--- src/rtl/mandelbrot_pkg.sv ---
// Shared types and constants for the Mandelbrot scan controller and iteration engine.
// Coordinates are Q4.28 two's-complement.
package mandelbrot_pkg;

  localparam int DATA_WIDTH_DEF = 32;
  localparam int FRAC_WIDTH_DEF = 28;

  localparam logic [31:0] ONE     = 32'h1000_0000;
  localparam logic [31:0] TWO_NEG = 32'hE000_0000;

  typedef enum logic [2:0] {
    S_IDLE  = 3'd0,
    S_ISSUE = 3'd1,
    S_WAIT  = 3'd2,
    S_EMIT  = 3'd3,
    S_FDONE = 3'd4
  } scan_state_t;

  function automatic logic [31:0] sat_inc32(input logic [31:0] v);
    if (v == 32'hFFFF_FFFF) begin
      return v;
    end else begin
      return v + 32'd1;
    end
  endfunction

endpackage

--- src/rtl/mandelbrot_scan_ctrl_if.sv ---
// Engine job handshake and pixel stream between the scan controller (master)
// and the engine / colour-map writer side (slave).
interface mandelbrot_scan_ctrl_if #(
  parameter int DATA_WIDTH = 32,
  parameter int X_W        = 10,
  parameter int Y_W        = 9
);
  logic                  eng_start;
  logic [DATA_WIDTH-1:0] eng_c_real;
  logic [DATA_WIDTH-1:0] eng_c_imag;
  logic [15:0]           eng_max_iter;
  logic [15:0]           eng_iter_count;
  logic                  eng_done;

  logic                  pix_valid;
  logic                  pix_ready;
  logic [X_W-1:0]        pix_x;
  logic [Y_W-1:0]        pix_y;
  logic [15:0]           pix_iter;
  logic                  pix_last;

  modport master (
    output eng_start, eng_c_real, eng_c_imag, eng_max_iter,
    input  eng_iter_count, eng_done,
    output pix_valid, pix_x, pix_y, pix_iter, pix_last,
    input  pix_ready
  );

  modport slave (
    input  eng_start, eng_c_real, eng_c_imag, eng_max_iter,
    output eng_iter_count, eng_done,
    input  pix_valid, pix_x, pix_y, pix_iter, pix_last,
    output pix_ready
  );
endinterface

--- src/rtl/mandelbrot_coord_gen.sv ---
// Raster x/y counters and incremental complex-coordinate accumulators.
// load_i starts a frame at the top-left corner; advance_i steps one pixel in raster order.
module mandelbrot_coord_gen #(
  parameter int DATA_WIDTH = 32,
  parameter int H_RES      = 640,
  parameter int V_RES      = 480,
  parameter int X_W        = $clog2(H_RES),
  parameter int Y_W        = $clog2(V_RES)
) (
  input  logic                  clk,
  input  logic                  rst,
  input  logic                  load_i,
  input  logic                  advance_i,
  input  logic [DATA_WIDTH-1:0] load_real_i,
  input  logic [DATA_WIDTH-1:0] load_imag_i,
  input  logic [DATA_WIDTH-1:0] row_real_i,
  input  logic [DATA_WIDTH-1:0] step_i,
  output logic [X_W-1:0]        x_o,
  output logic [Y_W-1:0]        y_o,
  output logic [DATA_WIDTH-1:0] c_real_o,
  output logic [DATA_WIDTH-1:0] c_imag_o,
  output logic                  last_o
);
  localparam logic [X_W-1:0] X_LAST = X_W'(H_RES - 1);
  localparam logic [Y_W-1:0] Y_LAST = Y_W'(V_RES - 1);

  logic [X_W-1:0]        x_q, x_d;
  logic [Y_W-1:0]        y_q, y_d;
  logic [DATA_WIDTH-1:0] re_q, re_d;
  logic [DATA_WIDTH-1:0] im_q, im_d;

  // Row wrap reloads the left column and moves one step down (imaginary decreases).
  always_comb begin
    x_d  = x_q;
    y_d  = y_q;
    re_d = re_q;
    im_d = im_q;
    if (load_i) begin
      x_d  = {X_W{1'b0}};
      y_d  = {Y_W{1'b0}};
      re_d = load_real_i;
      im_d = load_imag_i;
    end else if (advance_i) begin
      if (x_q == X_LAST) begin
        x_d  = {X_W{1'b0}};
        y_d  = y_q + Y_W'(1);
        re_d = row_real_i;
        im_d = im_q - step_i;
      end else begin
        x_d  = x_q + X_W'(1);
        re_d = re_q + step_i;
      end
    end else begin
      x_d  = x_q;
      re_d = re_q;
    end
  end

  always_ff @(posedge clk) begin
    if (rst) begin
      x_q  <= {X_W{1'b0}};
      y_q  <= {Y_W{1'b0}};
      re_q <= {DATA_WIDTH{1'b0}};
      im_q <= {DATA_WIDTH{1'b0}};
    end else begin
      x_q  <= x_d;
      y_q  <= y_d;
      re_q <= re_d;
      im_q <= im_d;
    end
  end

  assign x_o      = x_q;
  assign y_o      = y_q;
  assign c_real_o = re_q;
  assign c_imag_o = im_q;
  assign last_o   = (x_q == X_LAST) && (y_q == Y_LAST);

endmodule

--- src/rtl/mandelbrot_scan_ctrl.sv ---
// Frame-level initiator: walks the raster, runs one engine job per pixel and streams the results.
// Optional cycle counter output perf_frame_cycles is built when MANDEL_SCAN_PERF_EN is defined.
module mandelbrot_scan_ctrl
  import mandelbrot_pkg::*;
#(
  parameter int DATA_WIDTH = DATA_WIDTH_DEF,
  parameter int FRAC_WIDTH = FRAC_WIDTH_DEF,
  parameter int H_RES      = 640,
  parameter int V_RES      = 480,
  parameter int X_W        = $clog2(H_RES),
  parameter int Y_W        = $clog2(V_RES)
) (
  input  logic                  clk,
  input  logic                  rst,
  input  logic                  frame_start,
  input  logic [DATA_WIDTH-1:0] cfg_c_real_min,
  input  logic [DATA_WIDTH-1:0] cfg_c_imag_max,
  input  logic [DATA_WIDTH-1:0] cfg_step,
  input  logic [15:0]           cfg_max_iter,
  mandelbrot_scan_ctrl_if.master bus,
  output logic                  busy,
  output logic                  frame_done
`ifdef MANDEL_SCAN_PERF_EN
  ,
  output logic [31:0]           perf_frame_cycles
`endif
);

  if (FRAC_WIDTH >= DATA_WIDTH) begin : g_frac_bad
    $error("FRAC_WIDTH must be smaller than DATA_WIDTH");
  end

  scan_state_t state_q, state_d;

  logic                  load_s, capture_s, accept_s, advance_s;
  logic [DATA_WIDTH-1:0] real_min_q, step_q;
  logic [15:0]           max_iter_q;
  logic                  eng_start_q, busy_q, frame_done_q;
  logic                  pix_valid_q, pix_last_q;
  logic [X_W-1:0]        pix_x_q;
  logic [Y_W-1:0]        pix_y_q;
  logic [15:0]           pix_iter_q;
  logic [X_W-1:0]        cur_x_s;
  logic [Y_W-1:0]        cur_y_s;
  logic                  cur_last_s;

  always_ff @(posedge clk) begin
    if (rst) begin
      state_q <= S_IDLE;
    end else begin
      state_q <= state_d;
    end
  end

  always_comb begin
    state_d = state_q;
    case (state_q)
      S_IDLE:  state_d = frame_start ? S_ISSUE : S_IDLE;
      S_ISSUE: state_d = S_WAIT;
      S_WAIT:  state_d = bus.eng_done ? S_EMIT : S_WAIT;
      S_EMIT: begin
        if (bus.pix_ready) begin
          state_d = pix_last_q ? S_FDONE : S_ISSUE;
        end else begin
          state_d = S_EMIT;
        end
      end
      S_FDONE: state_d = S_IDLE;
      default: state_d = S_IDLE;
    endcase
  end

  // Datapath strobes decoded from the current state.
  always_comb begin
    load_s    = 1'b0;
    capture_s = 1'b0;
    accept_s  = 1'b0;
    case (state_q)
      S_IDLE:  load_s    = frame_start;
      S_WAIT:  capture_s = bus.eng_done;
      S_EMIT:  accept_s  = bus.pix_ready;
      default: load_s    = 1'b0;
    endcase
  end

  assign advance_s = accept_s & ~pix_last_q;

  // State-decoded outputs are registered from state_d so they line up with state_q.
  always_ff @(posedge clk) begin
    if (rst) begin
      eng_start_q  <= 1'b0;
      busy_q       <= 1'b0;
      frame_done_q <= 1'b0;
    end else begin
      eng_start_q  <= (state_d == S_ISSUE);
      busy_q       <= (state_d != S_IDLE);
      frame_done_q <= (state_d == S_FDONE);
    end
  end

  always_ff @(posedge clk) begin
    if (rst) begin
      real_min_q <= {DATA_WIDTH{1'b0}};
      step_q     <= {DATA_WIDTH{1'b0}};
      max_iter_q <= 16'd0;
    end else if (load_s) begin
      real_min_q <= cfg_c_real_min;
      step_q     <= cfg_step;
      max_iter_q <= cfg_max_iter;
    end
  end

  always_ff @(posedge clk) begin
    if (rst) begin
      pix_valid_q <= 1'b0;
      pix_x_q     <= {X_W{1'b0}};
      pix_y_q     <= {Y_W{1'b0}};
      pix_iter_q  <= 16'd0;
      pix_last_q  <= 1'b0;
    end else if (capture_s) begin
      pix_valid_q <= 1'b1;
      pix_x_q     <= cur_x_s;
      pix_y_q     <= cur_y_s;
      pix_iter_q  <= bus.eng_iter_count;
      pix_last_q  <= cur_last_s;
    end else if (accept_s) begin
      pix_valid_q <= 1'b0;
    end
  end

  // The first pixel loads straight from cfg_* while the shadows latch the same values.
  mandelbrot_coord_gen #(
    .DATA_WIDTH(DATA_WIDTH),
    .H_RES     (H_RES),
    .V_RES     (V_RES),
    .X_W       (X_W),
    .Y_W       (Y_W)
  ) u_coord (
    .clk        (clk),
    .rst        (rst),
    .load_i     (load_s),
    .advance_i  (advance_s),
    .load_real_i(cfg_c_real_min),
    .load_imag_i(cfg_c_imag_max),
    .row_real_i (real_min_q),
    .step_i     (step_q),
    .x_o        (cur_x_s),
    .y_o        (cur_y_s),
    .c_real_o   (bus.eng_c_real),
    .c_imag_o   (bus.eng_c_imag),
    .last_o     (cur_last_s)
  );

  assign bus.eng_start    = eng_start_q;
  assign bus.eng_max_iter = max_iter_q;
  assign bus.pix_valid    = pix_valid_q;
  assign bus.pix_x        = pix_x_q;
  assign bus.pix_y        = pix_y_q;
  assign bus.pix_iter     = pix_iter_q;
  assign bus.pix_last     = pix_last_q;
  assign busy             = busy_q;
  assign frame_done       = frame_done_q;

`ifdef MANDEL_SCAN_PERF_EN
  logic [31:0] cyc_q, cyc_d, perf_q, perf_d;

  // The snapshot taken in FDONE includes the FDONE cycle itself.
  always_comb begin
    cyc_d  = cyc_q;
    perf_d = perf_q;
    if (load_s) begin
      cyc_d = 32'd0;
    end else if (state_q != S_IDLE) begin
      cyc_d = sat_inc32(cyc_q);
    end else begin
      cyc_d = cyc_q;
    end
    if (state_q == S_FDONE) begin
      perf_d = sat_inc32(cyc_q);
    end else begin
      perf_d = perf_q;
    end
  end

  always_ff @(posedge clk) begin
    if (rst) begin
      cyc_q  <= 32'd0;
      perf_q <= 32'd0;
    end else begin
      cyc_q  <= cyc_d;
      perf_q <= perf_d;
    end
  end

  assign perf_frame_cycles = perf_q;
`endif

endmodule

--- src/flat_wrapper.sv ---
// flat-port wrapper written by rule: the top's interface ports become plain ports
module mandelbrot_scan_ctrl_flat import mandelbrot_pkg::*;
#(
  parameter int DATA_WIDTH = DATA_WIDTH_DEF,
  parameter int FRAC_WIDTH = FRAC_WIDTH_DEF,
  parameter int H_RES      = 640,
  parameter int V_RES      = 480,
  parameter int X_W        = $clog2(H_RES),
  parameter int Y_W        = $clog2(V_RES)
)
  (clk, rst, frame_start, cfg_c_real_min, cfg_c_imag_max, cfg_step, cfg_max_iter, busy, frame_done, bus_eng_start, bus_eng_c_real, bus_eng_c_imag, bus_eng_max_iter, bus_eng_iter_count, bus_eng_done, bus_pix_valid, bus_pix_x, bus_pix_y, bus_pix_iter, bus_pix_last, bus_pix_ready);
  mandelbrot_scan_ctrl_if #(.DATA_WIDTH(DATA_WIDTH), .X_W(X_W), .Y_W(Y_W)) bus_i ();
  input  logic clk;
  input  logic rst;
  input  logic frame_start;
  input  logic [DATA_WIDTH-1:0] cfg_c_real_min;
  input  logic [DATA_WIDTH-1:0] cfg_c_imag_max;
  input  logic [DATA_WIDTH-1:0] cfg_step;
  input  logic [15:0] cfg_max_iter;
  output logic busy;
  output logic frame_done;
  output wire logic [$bits(bus_i.eng_start)-1:0] bus_eng_start;
  output wire logic [$bits(bus_i.eng_c_real)-1:0] bus_eng_c_real;
  output wire logic [$bits(bus_i.eng_c_imag)-1:0] bus_eng_c_imag;
  output wire logic [$bits(bus_i.eng_max_iter)-1:0] bus_eng_max_iter;
  input wire logic [$bits(bus_i.eng_iter_count)-1:0] bus_eng_iter_count;
  input wire logic [$bits(bus_i.eng_done)-1:0] bus_eng_done;
  output wire logic [$bits(bus_i.pix_valid)-1:0] bus_pix_valid;
  output wire logic [$bits(bus_i.pix_x)-1:0] bus_pix_x;
  output wire logic [$bits(bus_i.pix_y)-1:0] bus_pix_y;
  output wire logic [$bits(bus_i.pix_iter)-1:0] bus_pix_iter;
  output wire logic [$bits(bus_i.pix_last)-1:0] bus_pix_last;
  input wire logic [$bits(bus_i.pix_ready)-1:0] bus_pix_ready;
  assign bus_eng_start = bus_i.eng_start;
  assign bus_eng_c_real = bus_i.eng_c_real;
  assign bus_eng_c_imag = bus_i.eng_c_imag;
  assign bus_eng_max_iter = bus_i.eng_max_iter;
  assign bus_i.eng_iter_count = bus_eng_iter_count;
  assign bus_i.eng_done = bus_eng_done;
  assign bus_pix_valid = bus_i.pix_valid;
  assign bus_pix_x = bus_i.pix_x;
  assign bus_pix_y = bus_i.pix_y;
  assign bus_pix_iter = bus_i.pix_iter;
  assign bus_pix_last = bus_i.pix_last;
  assign bus_i.pix_ready = bus_pix_ready;
  mandelbrot_scan_ctrl #(.DATA_WIDTH(DATA_WIDTH), .FRAC_WIDTH(FRAC_WIDTH), .H_RES(H_RES), .V_RES(V_RES), .X_W(X_W), .Y_W(Y_W)) u_core (.clk(clk), .rst(rst), .frame_start(frame_start), .cfg_c_real_min(cfg_c_real_min), .cfg_c_imag_max(cfg_c_imag_max), .cfg_step(cfg_step), .cfg_max_iter(cfg_max_iter), .bus(bus_i), .busy(busy), .frame_done(frame_done));
endmodule
--- config.mk ---
export PLATFORM = sky130hd
export DESIGN_NAME = mandelbrot_scan_ctrl_flat
export DESIGN_NICKNAME = d
export VERILOG_FILES = /design/src/rtl/mandelbrot_pkg.sv /design/src/rtl/mandelbrot_scan_ctrl_if.sv /design/src/rtl/mandelbrot_coord_gen.sv /design/src/rtl/mandelbrot_scan_ctrl.sv /design/src/flat_wrapper.sv
export SDC_FILE = /design/constraint.sdc
export NUM_CORES = 1
export LEC_CHECK = 0
export CORE_MARGIN = 5
export CORE_UTILIZATION = 37
export CTS_CLUSTER_DIAMETER = 30
export DETAILED_ROUTE_END_ITERATION = 8
export MAX_ROUTING_LAYER = met4
export PLACE_DENSITY = 0.72
export SKIP_CTS_REPAIR_TIMING = 1
export SYNTH_ARGS = -nofsm -noshare
export SYNTH_HDL_FRONTEND = slang
export SYNTH_SLANG_ARGS = --single-unit
--- constraint.sdc ---
create_clock -name clk -period 4.6 [get_ports clk]
set_input_delay 0.92 -clock clk [delete_from_list [all_inputs] [get_ports clk]]
set_output_delay 0.92 -clock clk [all_outputs]
set_load 0.01 [all_outputs]
# == After elaboration in Yosys (flattened, before gate mapping) ==
# Index checks and enable logic that the tools add are counted.
# word_totals
out_inout_bits,120
in_bits,133
register_bits,206
# classes
eq_ne,7
n_addsub,4
mux,17
reduce_logical,9
bitwise,2
# op_table
operator,n
2-to-1 mux 32 bit,6
adder 32 bit,1
subtractor 32 bit,1
case mux 3 bit (4 select lines),1
adder 10 x 1 -> 10 bit (second input constant),1
equality test 10 bit (second input constant),1
2-to-1 mux 10 bit,1
adder 9 x 1 -> 9 bit (second input constant),1
equality test 9 bit (second input constant),1
2-to-1 mux 1 bit,7
equality test 3 x 1 -> 1 bit (second input constant),2
equality test 3 x 2 -> 1 bit (second input constant),2
2-to-1 mux 3 bit,2
nonzero test 2 bit,3
AND reduction 2 bit,2
equality test 3 bit (second input constant),1
logical NOT 3 bit,1
nonzero test 3 bit,1
OR reduction 2 bit,1
bitwise AND 1 bit,1
logical AND 1 bit,1
inverter 1 bit,1

# == Longest topological paths before layout ==
# logic_depth
word_depth,5
depth_mapped,12

# == Modules after synthesis ==
# Synthesis repeated with hierarchy kept, for this count alone.
# unflattened
hier_cells,1511
hier_area_um2,11447.2
# modules_own_cells
module,seq_area_each_um2,n_inst,cells_per_inst,area_per_inst_um2
mandelbrot_coord_gen,1661.6,1,981,7158.1
mandelbrot_scan_ctrl,2462.4,1,530,4289.1

# == Least setup slack after synthesis ==
# OpenSTA, ideal clock, no wires.
# synth_timing
path_kind,register -> register
start,reg u_core.u_coord.re_q[0] (netlist: u_core.u_coord.c_real_o[0])
end,reg u_core.u_coord.re_q[30] (netlist: u_core.u_coord.c_real_o[30])
required_ns,4.514
stages_incl_launch_ff,12
path_buffers,0
slack_ns,1.932
setup_time_ns,0.086
period_less_slack_ns,2.668
arrival_time_ns,2.583
path_cell_list,dfxtp_1 > ha_1 > fa_1 > a21oi_1 > o21ai_0 > a211oi_1 > nor3_1 > o211ai_1 > a311oi_2 > a21oi_1 > nand4_1 > a211oi_1
# synth_via
elab_chain_len,4
# synth_lines
element,line_no,text
from (decl),mandelbrot_coord_gen.sv:29,"logic [DATA_WIDTH-1:0] re_q, re_d;"
from (signal assigned),mandelbrot_coord_gen.sv:63,re_q <= {DATA_WIDTH{1'b0}};
from (signal assigned),mandelbrot_coord_gen.sv:68,re_q <= re_d;
adder 32 bit,mandelbrot_coord_gen.sv:51,re_d = re_q + step_i;
2-to-1 mux 32 bit,mandelbrot_coord_gen.sv:44,if (x_q == X_LAST) begin
2-to-1 mux 32 bit,mandelbrot_coord_gen.sv:43,end else if (advance_i) begin
2-to-1 mux 32 bit,mandelbrot_coord_gen.sv:38,if (load_i) begin
# No other way between the ends. The select of a mux whose other input is x is not followed.
# A chain may end at the register's enable or synchronous reset.

# == Final worst setup path ==
# layout_timing
start,reg u_core.step_q[1]
end,reg u_core.u_coord.im_q[31] (netlist: u_core.u_coord.c_imag_o[31])
# layout_via
elab_chain_len,4
# layout_lines
element,line_no,text
from (decl),mandelbrot_scan_ctrl.sv:36,"logic [DATA_WIDTH-1:0] real_min_q, step_q;"
from (signal assigned),mandelbrot_scan_ctrl.sv:104,step_q <= {DATA_WIDTH{1'b0}};
from (signal assigned),mandelbrot_scan_ctrl.sv:108,step_q <= cfg_step;
subtractor 32 bit,mandelbrot_coord_gen.sv:48,im_d = im_q - step_i;
2-to-1 mux 32 bit,mandelbrot_coord_gen.sv:44,
2-to-1 mux 32 bit,mandelbrot_coord_gen.sv:43,
2-to-1 mux 32 bit,mandelbrot_coord_gen.sv:38,
to (signal assigned),mandelbrot_coord_gen.sv:64,im_q <= {DATA_WIDTH{1'b0}};
to (signal assigned),mandelbrot_coord_gen.sv:69,im_q <= im_d;
to (decl),mandelbrot_coord_gen.sv:30,"logic [DATA_WIDTH-1:0] im_q, im_d;"
# No other way between the ends. The select of a mux whose other input is x is not followed.

==> impl_results.md <==
- Outcome: finished clean
- WP buf/inv: 1
- WP data arrival: about 3.6 ns
- Cell chain of the critical path: inv_1, ha_1, nor2b_1, o31a_1, o31ai_1, o2111ai_1, nand4_1, and2_1, o31ai_2, xnor2_1, o22ai_1
- Clk_skew: around 0.019 ns
- Fin Setup TNS: 0 ns
- VDD IR-drop max: about 0.23 mV
- CP max FO: 5
- Ys async rst share: 0%
- PwrDens: between 400 and 500 nW/µm²
- Routability cong.: ~0.9
- First-pass GRT wire length: slightly below 60000 µm
- Final Hold Viols: 0
- Clk sinks: between 200 and 250
- Post-synth top area cell: dfxtp_1
- Synth Register Bits: about 210
- Final min period: between 3 and 4 ns
- Setup Crit Path Kind: reg -> reg
- Clk pin slew, worst setup/hold paths: approximately 0.050 ns
- Max-cap violations: 0
- CTS tree: done
- RSZ-0062 raised after global routing: no
- Row count: 63
- R2r startpoint: u_core.step_q[1]
- DR pass1 iterations: 7
- Cells after synthesis: 1470
- Lkg Pwr: 6.19 nW
- Vias: 11391
- Mapped Area: roughly 11000 µm²
- CP Launch Point: u_core.step_q[1]
- Post-Syn Nets: between 1500 and 2000
- H-tree depth: 2
- Slew @ Worst Pin: about 0.90 ns
- Vias/cell: 5.36
- Synth top area share: about 37%
- Max_slew headroom: roughly 40%
- ANT nets after route: 0
- Top-Level Pins: between 200 and 300
- Post-synth top flop: dfxtp_1
- Overflow left after global routing: 0
- First DRT Iteration DRCs: slightly above 700
- Worst-skew pair later-pin latency: around 0.54 ns
- Post-DP HPWL: approximately 27000 µm
- Die Y-Extent: roughly 180 µm
- Place WS: between 1 and 1.5 ns
- Post-Route WL: approximately 38000 µm
- Max Root-Sink Buffers: 3
- Drt wl/cell: approximately 18 µm
- Die area: roughly 34000 µm²
- Main area contributors after synthesis: dfxtp_1 (37%), nand2_1 (11%), a21oi_1 (9.1%)
- Die X: between 150 and 200 µm
- Initial antenna violation count: 0
- Synth unique cells: 70
- Crit-path slowest cell: o31ai_1
- Antenna cell count: 0
- TritonCTS Buffers: 48
- Buffers on Ports: between 200 and 300
- Core footprint: ~30000 µm²
- Setup crit end kind: register
- Vias in the first global route: around 11000
- Setup violators final: 0
- Initial Util: between 30% and 40%
- Ys Warns: 0
- Synth-to-layout area growth: 40.6%
- Share of layout cells above drive strength 1: between 7 and 8%
- EDFF count, synth: 0
- Total GRT Usage: between 20% and 30%
- Hold WC Path Type: reg -> reg
- Largest net degree at the start of global routing: about 110
- Fin crit share: approximately 69%
- Fillcell total: approximately 2800
- Max-slew violations: 0
- Hold_sp: u_core.real_min_q[31]
- CTS root buffer: clkbuf_16
- CP required: between 4 and 5 ns
- DRC: 0
- Startpoint Class: register
- Synthesized area per cell: 7.62 µm²
- Slowest stage delay, CP: ~0.66 ns
- Fraction of the yosys area taken by sequential cells: 36.8%
- Top cell family by delay on the critical path: compound AO/OA/AOI/OAI gates
- PnR worst setup slack: about 1.4 ns
- Final net count: between 1500 and 2000
- Max Freq: about 310 MHz
[per-stage QoR]
| stage | power, mW | std cells | instance area, µm² | utilization, % | hold WS [ns] |
|---|---|---|---|---|---|
| floorplan | 3.05 | 1470 | 11200 | - | 0.432 |
| global placement | 3.62 | 2037 | 14000 | 47.0 | 0.440 |
| detailed placement | 3.63 | 2037 | 14000 | 47.0 | 0.446 |
| CTS | 7.26 | 2124 | 15700 | 52.9 | 0.452 |
| global route | 7.55 | 2124 | 15700 | 52.9 | 0.470 |
| finish | 7.22 | 2124 | 15700 | 52.9 | 0.450 |
[sequential cells by signal, summed over array words and instances (netlist names), 3 cells and up]
signal                   count
u_core.bus.pix_iter         16
u_core.u_coord.c_real_o     32
u_core.bus.pix_x            10
u_core.bus.eng_max_iter     16
u_core.step_q               32
u_core.state_q               3
u_core.bus.pix_y             9
u_core.u_coord.c_imag_o     32
u_core.u_coord.x_o          10
u_core.u_coord.y_o           9
u_core.real_min_q           32
[final cells by class]
cell class | instances | area (µm²) | area share (%)
tap | 390 | 488 | 3.10
clock inverter | 28 | 393 | 2.49
clock buffer | 59 | 1340 | 8.53
sequential | 206 | 4120 | 26.2
timing repair buffer | 265 | 2650 | 16.8
multi-input combinational | 1128 | 6570 | 41.7
inverter | 48 | 180 | 1.14
[worst min-delay path, delay by kind of cell (launching register included)]
| family | cells | cell delay, ns |
|---|---|---|
| flops | 1 | 0.30 |
| simple gates | 1 | 0.05 |
| compound gates | 1 | 0.05 |
[report_power, final]
group | switching [mW] | internal (mW)
sequential | 0.118 | 1.92
clock | 1.08 | 2.52
combinational | 0.865 | 0.723
total | 2.06 | 5.16
[final timing paths]
path                                 end  slack [ns]  cells past startpoint
min reg2reg        u_core.real_min_q[31]        0.45                      2
min                u_core.real_min_q[31]        0.45                      2
max reg2reg  u_core.u_coord.c_imag_o[31]        1.41                     11
max          u_core.u_coord.c_imag_o[31]        1.41                     11
[layout by cell type (no fill, tap or decap), types with 7 or more instances in the layout]
cell,n
a211oi_1,12
a21o_1,34
a21oi_1,204
a311oi_1,11
a31oi_1,14
and3_1,25
buf_4,11
bufinv_16,8
clkbuf_16,49
clkbuf_8,8
clkdlybuf4s50_1,251
clkinvlp_4,9
dfxtp_1,206
ha_1,64
inv_1,48
nand2_1,335
nand3_1,17
nand4_1,19
nor2_1,99
nor2b_1,7
nor3_1,17
o211ai_1,28
o21a_1,10
o21ai_0,61
o22ai_1,15
xnor2_1,33
xor2_1,36
[cells by family after synthesis]
group	count (synthesis)	synth area share, %
flops	206	36.8
fa+ha+maj	66	7.51
xor+xnor	69	5.40
buf+inv	136	4.59
compound gates	438	24.2
mux	6	0.536
simple gates	549	20.9
[metal layers]
layer / GRT usage (%) / vias up / routed length, µm
li1: - / 5614 / -
met1: 28.1 / 5292 / 16500
met2: 35.6 / 420 / 17800
met5: - / - / 0
met4: 5.86 / 0 / 814
met3: 3.42 / 65 / 2500
[synth_stat cells (12+ instances only)]
library cell / instances
a211oi_1: 12
a21o_1: 34
a21oi_1: 204
a31oi_1: 14
and3_1: 25
clkbuf_1: 78
dfxtp_1: 206
ha_1: 64
inv_1: 48
nand2_1: 335
nand3_1: 17
nand4_1: 19
nor2_1: 100
nor3_1: 18
o211ai_1: 28
o21ai_0: 61
o22ai_1: 15
xnor2_1: 33
xor2_1: 36
No activity file was read; power rests on OpenSTA's default activity.
